### config.mk
export PLATFORM = sky130hd
export DESIGN_NAME = diag_cmd_rx
export DESIGN_NICKNAME = d
export VERILOG_FILES = /design/src/rtl/diag_pkg.sv /design/src/rtl/acia_rx.sv /design/src/rtl/diag_cmd_rx.sv
export SDC_FILE = /design/constraint.sdc
export NUM_CORES = 1
export LEC_CHECK = 0
export BUFFER_PORTS_ARGS = -buffer_cell sky130_fd_sc_hd__buf_2
export CORE_ASPECT_RATIO = 1.25
export CORE_MARGIN = 5
export CORE_UTILIZATION = 47
export DETAILED_ROUTE_END_ITERATION = 12
export GPL_TIMING_DRIVEN = 0
export PLACE_DENSITY = 0.74
export SYNTH_ARGS = -nofsm -noshare
export SYNTH_HDL_FRONTEND = slang
export SYNTH_HIERARCHICAL = 1
export SYNTH_SLANG_ARGS = --single-unit
### constraint.sdc
create_clock -name clk -period 2.7 [get_ports clk]
set_clock_uncertainty 0.15 [all_clocks]
set_input_delay 0.54 -clock clk [delete_from_list [all_inputs] [get_ports clk]]
set_output_delay 0.54 -clock clk [all_outputs]
set_load 0.005 [all_outputs]
### src/rtl/diag_pkg.sv
// Shared constants, parser states and helpers for the diag serial command path.
// Used by the command receiver top and its UART receive sub-module.
package diag_pkg;

  localparam logic [7:0] CR = 8'h0D;
  localparam logic [7:0] LF = 8'h0A;
  localparam logic [7:0] SP = 8'h20;

  typedef enum logic [2:0] {
    S_CHL,
    S_H2,
    S_H1,
    S_H0,
    S_TERM,
    S_SYNC
  } parse_state_t;

  function automatic int sym_cnt(input int clk_freq, input int sym_rate);
    return clk_freq / sym_rate;
  endfunction

  function automatic logic is_hex(input logic [7:0] c);
    return ((c >= 8'h30) && (c <= 8'h39)) ||
           ((c >= 8'h41) && (c <= 8'h46)) ||
           ((c >= 8'h61) && (c <= 8'h66));
  endfunction

  // Letters share the low nybble layout of 'A'/'a' = x1, so add 9 for both cases.
  function automatic logic [3:0] hex_val(input logic [7:0] c);
    if (c <= 8'h39) return c[3:0];
    return c[3:0] + 4'd9;
  endfunction

endpackage

### src/rtl/acia_rx.sv
// UART 8N1 receiver: 2-FF synchronizer, start-bit mid-sample, LSB-first data, stop check.
// rx_stb/rx_ferr pulse one cycle at mid stop bit; no backpressure, the consumer must take every byte.
module acia_rx #(
  parameter int SCW     = 9,
  parameter int sym_cnt = 416
) (
  input  logic       clk,
  input  logic       rst,
  input  logic       rx_serial,
  output logic [7:0] rx_dat,
  output logic       rx_stb,
  output logic       rx_ferr
);

  typedef enum logic [2:0] {ARM, IDLE, START, DATA, STOP} rx_state_t;

  localparam logic [SCW-1:0] HALF = SCW'(sym_cnt / 2);
  localparam logic [SCW-1:0] FULL = SCW'(sym_cnt - 1);

  rx_state_t      state_q, state_d;
  logic           meta_q, meta_d;
  logic           sync_q, sync_d;
  logic           prev_q, prev_d;
  logic [SCW-1:0] cnt_q, cnt_d;
  logic [2:0]     bit_q, bit_d;
  logic [7:0]     shift_q, shift_d;
  logic           stb_q, stb_d;
  logic           ferr_q, ferr_d;

  always_comb begin
    meta_d  = rx_serial;
    sync_d  = meta_q;
    prev_d  = sync_q;
    state_d = state_q;
    cnt_d   = cnt_q;
    bit_d   = bit_q;
    shift_d = shift_q;
    stb_d   = 1'b0;
    ferr_d  = 1'b0;

    if ((state_q == START || state_q == DATA || state_q == STOP) && cnt_q != '0)
      cnt_d = cnt_q - 1'b1;

    case (state_q)
      // A line held low out of reset must go idle before a start bit is accepted.
      ARM: if (sync_q) state_d = IDLE;
      IDLE: begin
        if (prev_q && !sync_q) begin
          cnt_d   = HALF;
          state_d = START;
        end
      end
      START: begin
        if (cnt_q == '0) begin
          if (sync_q) begin
            state_d = IDLE;
          end else begin
            cnt_d   = FULL;
            bit_d   = 3'd0;
            state_d = DATA;
          end
        end
      end
      DATA: begin
        if (cnt_q == '0) begin
          shift_d = {sync_q, shift_q[7:1]};
          cnt_d   = FULL;
          bit_d   = bit_q + 3'd1;
          if (bit_q == 3'd7) state_d = STOP;
        end
      end
      STOP: begin
        if (cnt_q == '0) begin
          if (sync_q) begin
            stb_d   = 1'b1;
            state_d = IDLE;
          end else begin
            ferr_d  = 1'b1;
            state_d = ARM;
          end
        end
      end
      default: state_d = ARM;
    endcase
  end

  always_ff @(posedge clk) begin
    if (rst) begin
      meta_q  <= 1'b0;
      sync_q  <= 1'b0;
      prev_q  <= 1'b0;
      state_q <= ARM;
      cnt_q   <= '0;
      bit_q   <= 3'd0;
      shift_q <= 8'h00;
      stb_q   <= 1'b0;
      ferr_q  <= 1'b0;
    end else begin
      meta_q  <= meta_d;
      sync_q  <= sync_d;
      prev_q  <= prev_d;
      state_q <= state_d;
      cnt_q   <= cnt_d;
      bit_q   <= bit_d;
      shift_q <= shift_d;
      stb_q   <= stb_d;
      ferr_q  <= ferr_d;
    end
  end

  assign rx_dat  = shift_q;
  assign rx_stb  = stb_q;
  assign rx_ferr = ferr_q;

endmodule

### src/rtl/diag_cmd_rx.sv
// Parses "<chl> <hhh><CR|LF>" lines from the UART into four 12-bit diag registers.
// Register, wr_chl and wr_stb update one clock after the terminator strobe; input cannot be stalled.
module diag_cmd_rx
  import diag_pkg::*;
#(
  parameter int CLK_FREQ = 48000000,
  parameter int SYM_RATE = 115200
) (
  input  logic        clk,
  input  logic        reset,
  input  logic        rx,
  output logic [11:0] d0,
  output logic [11:0] d1,
  output logic [11:0] d2,
  output logic [11:0] d3,
  output logic        wr_stb,
  output logic [1:0]  wr_chl,
  output logic        err
);

  localparam int SYM_CNT = sym_cnt(CLK_FREQ, SYM_RATE);
  localparam int SCW     = $clog2(SYM_CNT);

  logic [7:0] rx_dat;
  logic       rx_stb;
  logic       rx_ferr;

  acia_rx #(
    .SCW     (SCW),
    .sym_cnt (SYM_CNT)
  ) u_acia_rx (
    .clk       (clk),
    .rst       (reset),
    .rx_serial (rx),
    .rx_dat    (rx_dat),
    .rx_stb    (rx_stb),
    .rx_ferr   (rx_ferr)
  );

  parse_state_t state_q, state_d;
  logic [1:0]   chl_q, chl_d;
  logic [11:0]  acc_q, acc_d;
  logic [11:0]  d_q [4];
  logic [11:0]  d_d [4];
  logic         wr_stb_q, wr_stb_d;
  logic [1:0]   wr_chl_q, wr_chl_d;
  logic         err_q, err_d;

  logic is_term;
  logic is_sp;
  logic is_chl;

  assign is_term = (rx_dat == CR) || (rx_dat == LF);
  assign is_sp   = (rx_dat == SP);
  assign is_chl  = (rx_dat >= 8'h30) && (rx_dat <= 8'h33);

  always_comb begin
    state_d  = state_q;
    chl_d    = chl_q;
    acc_d    = acc_q;
    d_d      = d_q;
    wr_stb_d = 1'b0;
    wr_chl_d = wr_chl_q;
    err_d    = 1'b0;

    if (rx_ferr) begin
      state_d = S_SYNC;
      err_d   = 1'b1;
    end else if (rx_stb) begin
      if (state_q == S_SYNC) begin
        if (is_term) state_d = S_CHL;
      end else if (!is_sp) begin
        case (state_q)
          // Bare terminators here absorb CRLF pairs and blank lines.
          S_CHL: begin
            if (is_chl) begin
              chl_d   = rx_dat[1:0];
              state_d = S_H2;
            end else if (!is_term) begin
              state_d = S_SYNC;
              err_d   = 1'b1;
            end
          end
          S_H2, S_H1, S_H0: begin
            if (is_hex(rx_dat)) begin
              acc_d   = {acc_q[7:0], hex_val(rx_dat)};
              state_d = (state_q == S_H2) ? S_H1 :
                        (state_q == S_H1) ? S_H0 : S_TERM;
            end else if (is_term) begin
              state_d = S_CHL;
              err_d   = 1'b1;
            end else begin
              state_d = S_SYNC;
              err_d   = 1'b1;
            end
          end
          S_TERM: begin
            if (is_term) begin
              d_d[chl_q] = acc_q;
              wr_chl_d   = chl_q;
              wr_stb_d   = 1'b1;
              state_d    = S_CHL;
            end else begin
              state_d = S_SYNC;
              err_d   = 1'b1;
            end
          end
          default: state_d = S_CHL;
        endcase
      end
    end
  end

  always_ff @(posedge clk) begin
    if (reset) begin
      state_q  <= S_CHL;
      chl_q    <= 2'd0;
      acc_q    <= 12'h000;
      d_q      <= '{default: 12'h000};
      wr_stb_q <= 1'b0;
      wr_chl_q <= 2'd0;
      err_q    <= 1'b0;
    end else begin
      state_q  <= state_d;
      chl_q    <= chl_d;
      acc_q    <= acc_d;
      d_q      <= d_d;
      wr_stb_q <= wr_stb_d;
      wr_chl_q <= wr_chl_d;
      err_q    <= err_d;
    end
  end

  assign d0     = d_q[0];
  assign d1     = d_q[1];
  assign d2     = d_q[2];
  assign d3     = d_q[3];
  assign wr_stb = wr_stb_q;
  assign wr_chl = wr_chl_q;
  assign err    = err_q;

endmodule

==> key figures <==
Outcome
  • Outcome: complete, no violations

Global routing
  • First-pass GRT wire length: 16100 microns
  • Vias in the first global route: 3373
  • Initial antenna violation count: 0
  • Total congestion overflow: 0
  • GRT Overall Usage: 0.177
  • Largest net degree at the start of global routing: 18

Detailed routing
  • Via density: 5.41
  • # DRC: 0
  • DR vias: 3445
  • First-pass iteration count of the detailed router: 4
  • DRT iter0 DRCs: 128
  • Drt total wl: 9750 microns
  • Routed Antenna Nets: 0
  • DR WL/cell: 15.3 microns

Critical path
  • Critical path class: reg -> reg
  • Max FO, Critical Path: 10
  • Reg-to-reg endpoint: d1[8]
  • R2r worst-path depth: 7
  • R2R setup slack: 0.16 ns
  • CP arrival: 2.59 ns
  • CP Capture Type: flop
  • WP data required: 2.76 ns
  • Reg-to-reg startpoint: u_acia_rx/rx_dat[4]
  • Startpoint types: flop

Final layout
  • Final Core Density: 0.560
  • Synth-to-layout area growth: 16.4%
  • Final nets: 521
  • Antenna fix cells: 0
  • Layout cells sized above 1: 0.216
  • # fillers: 831

Synth
  • Synth Area per Inst: 9.93 sq um
  • Synthesis Warnings: 6
  • Distinct cells, synth: 69
  • Seq/Total Area, Yosys: 0.442
  • Cell Area, Synth: 4390 sq um
  • Ys flop type: dfxtp_1
  • Synthesized instance count: 442
  • Post-synthesis net count: 454
  • Post-synthesis register bit count: 97
  • Async S/R FF share, synth: 0
  • EDFF count, synth: 0

Hold path
  • Worst Hold Launch: rx
  • Hold Path End: u_acia_rx/meta_q
  • Min-Delay Path Class: in -> reg
  • Hold path cells: 2

Place
  • Gpl congestion: 0.916
  • Detailed placement HPWL: 7220 microns
  • Port Buffers: 54

Power
  • Pwr dens: 525 nW/um^2
  • P_leak: 2.06 nW
  • Maximum VDD drop: 291 uV

Timing
  • Worst-Margin Slew: 0.682 ns
  • Period utilization: 0.939
  • Final setup vio count: 0
  • Hold Vio Cnt, Final: 0
  • Fmax: 394 MHz
  • Max_slew headroom: 0.541
  • RSZ-0062 raised after global routing: no
  • Pins over their slew limit: 0
  • Fin crit period: 2.54 ns
  • Setup TNS: 0 ns

Clock network
  • Worst skew pair latency: 0.34 ns
  • Sink Count: 97
  • CTS buffer count: 9
  • Hold Buf Count CTS: 0
  • CTS root buf: clkbuf_16
  • H-tree depth: 3
  • Clock-pin slew on the worst setup and hold paths: 0.07 ns
  • CTS resizes: 0
  • CTS tree: done
  • # Post-CTS Setup Buffers: 0
  • CTS Buffer Depth: 2

Floorplan
  • Die area: 11400 sq um
  • Initial Util: 0.481
  • Total core area: 9130 sq um
  • Die width: 96.4 microns
  • Core Rows: 39
  • Top Ports: 55
  • Die height: 118 microns

Flow run
  • Max_cap viols: 0
## layer usage
layer	track usage	routed length (microns)	vias up
met5	0	0	-
met2	0.320	5180	79
met4	0.0719	182	0
met1	0.202	4000	1637
met3	0.0275	394	17
li1	-	-	1712
## how the worst max path moves through the flow
stage,start,endpoint,slack (ns),cells past startpoint
after detailed placement,u_acia_rx/rx_dat[1],acc_q[0],0.1,8
after CTS,u_acia_rx/rx_dat[1],acc_q[6],0.08,8
final,u_acia_rx/rx_dat[4],d1[8],0.16,7
after global placement,u_acia_rx/rx_dat[1],acc_q[0],0.19,8
after global routing,u_acia_rx/rx_dat[1],acc_q[6],0.06,8
after floorplan,u_acia_rx/rx_dat[4],d0[10],0.39,7
## flip-flops by register name (all words and copies together), names as in the netlist
register and cells:
u_acia_rx/state_q 3, d0 12, u_acia_rx/rx_stb 1, wr_stb 1, state_q 3, u_acia_rx/prev_d 1, u_acia_rx/cnt_q 9, d1 12
d3 12, wr_chl 2, u_acia_rx/rx_ferr 1, chl_q 2, err 1, acc_q 12, d2 12, u_acia_rx/rx_dat 8
u_acia_rx/meta_q 1, u_acia_rx/bit_q 3, u_acia_rx/prev_q 1
## synthesized netlist by cell type (all sizes together) (2+ instances only)
library cell,count,area share
nor4,9,0.018
mux2,2,0.0051
nor4b,3,0.0074
nand4,4,0.0057
o21a,2,0.0034
nor2,77,0.066
a21oi,17,0.019
or2,2,0.0029
nor2b,6,0.0086
nand2,21,0.018
xnor2,3,0.0060
ha,9,0.026
o21ai,7,0.0080
o31a,2,0.0043
inv,13,0.011
nand2b,3,0.0043
o221ai,2,0.0054
clkbuf,10,0.013
nand4bb,2,0.0051
o211ai,2,0.0034
or3,6,0.011
dlygate4sd3,4,0.0091
buf,12,0.023
a22oi,2,0.0034
o2111ai,3,0.010
or4b,3,0.0068
nor3b,4,0.0080
a2111oi,5,0.011
mux2i,64,0.15
dfxtp,97,0.44
nand3b,3,0.0051
and4,4,0.0080
or4,2,0.0043
nand3,4,0.0046
and3,2,0.0029
nor3,14,0.026
## logic make-up (layout without fill, tap and decap cells)
logic type      after synthesis  after routing  synth area share
simple gates                172            172             0.219
flops                        97             97             0.442
mux                          66             66             0.151
compound gates               55             55            0.0966
buf+inv                      39            111            0.0570
fa+ha+maj                    10             10            0.0279
xor+xnor                      3              3           0.00599
## through the flow
stage / power, mW / hold WS [ns] / setup WS [ns] / cells / instance area (sq um)
2_1_floorplan: 1.51 / 0.264 / 0.393 / 442 / 4390
3_3_place_gp: 1.53 / 0.277 / 0.186 / 619 / 4810
3_5_place_dp: 1.53 / 0.288 / 0.0968 / 619 / 4810
4_1_cts: 2.72 / 0.254 / 0.0792 / 635 / 5090
5_1_grt: 2.78 / 0.292 / 0.0599 / 637 / 5110
6_report: 2.68 / 0.265 / 0.164 / 637 / 5110
## critical path, stage by stage, from the launching register on
cell,delay [ns]
dfxtp_1,0.37
or4_4,0.58
or3_1,0.37
buf_6,0.16
nor3_4,0.29
buf_6,0.22
mux2i_1,0.21
nor2_1,0.06
## area by class of cell
cell class	count	area [sq um]	share of cell area
Timing Repair Buffer	56	285	0.0559
Tap cell	123	154	0.0301
Buffer	26	201	0.0394
Clock buffer	9	225	0.0441
Multi-Input combinational cell	306	2200	0.430
Clock inverter	7	53.8	0.0105
Inverter	13	48.8	0.00955
Sequential cell	97	1940	0.380
## cells in the final DEF (no fill, tap or decap), types with 3 or more instances in the layout
| master | n |
|---|---|
| dfxtp_1 | 97 |
| nor2_1 | 77 |
| mux2i_1 | 64 |
| buf_2 | 58 |
| nand2_1 | 21 |
| a21oi_1 | 17 |
| inv_1 | 13 |
| nor3_1 | 10 |
| ha_1 | 9 |
| clkbuf_16 | 9 |
| clkbuf_1 | 7 |
| o21ai_0 | 7 |
| nor4_1 | 7 |
| buf_6 | 6 |
| nor2b_1 | 6 |
| dlygate4sd3_1 | 4 |
| or3_1 | 4 |
| buf_4 | 4 |
| nor3_4 | 4 |
| a2111oi_0 | 4 |
| nand3_1 | 4 |
| and4_1 | 4 |
| nand4_1 | 4 |
| nor3b_1 | 3 |
| nand3b_1 | 3 |
| nand2b_1 | 3 |
| xnor2_1 | 3 |
| clkinv_4 | 3 |
## power by group
group          internal (mW)  leakage (nW)  switching (mW)  total [mW]
registers               1.43         0.782         0.00383        1.44
clock network          0.632         0.140           0.550        1.18
logic                 0.0205          1.14          0.0395      0.0600
total                   2.09          2.06           0.594        2.68
(Power assumes the default switching activity.)
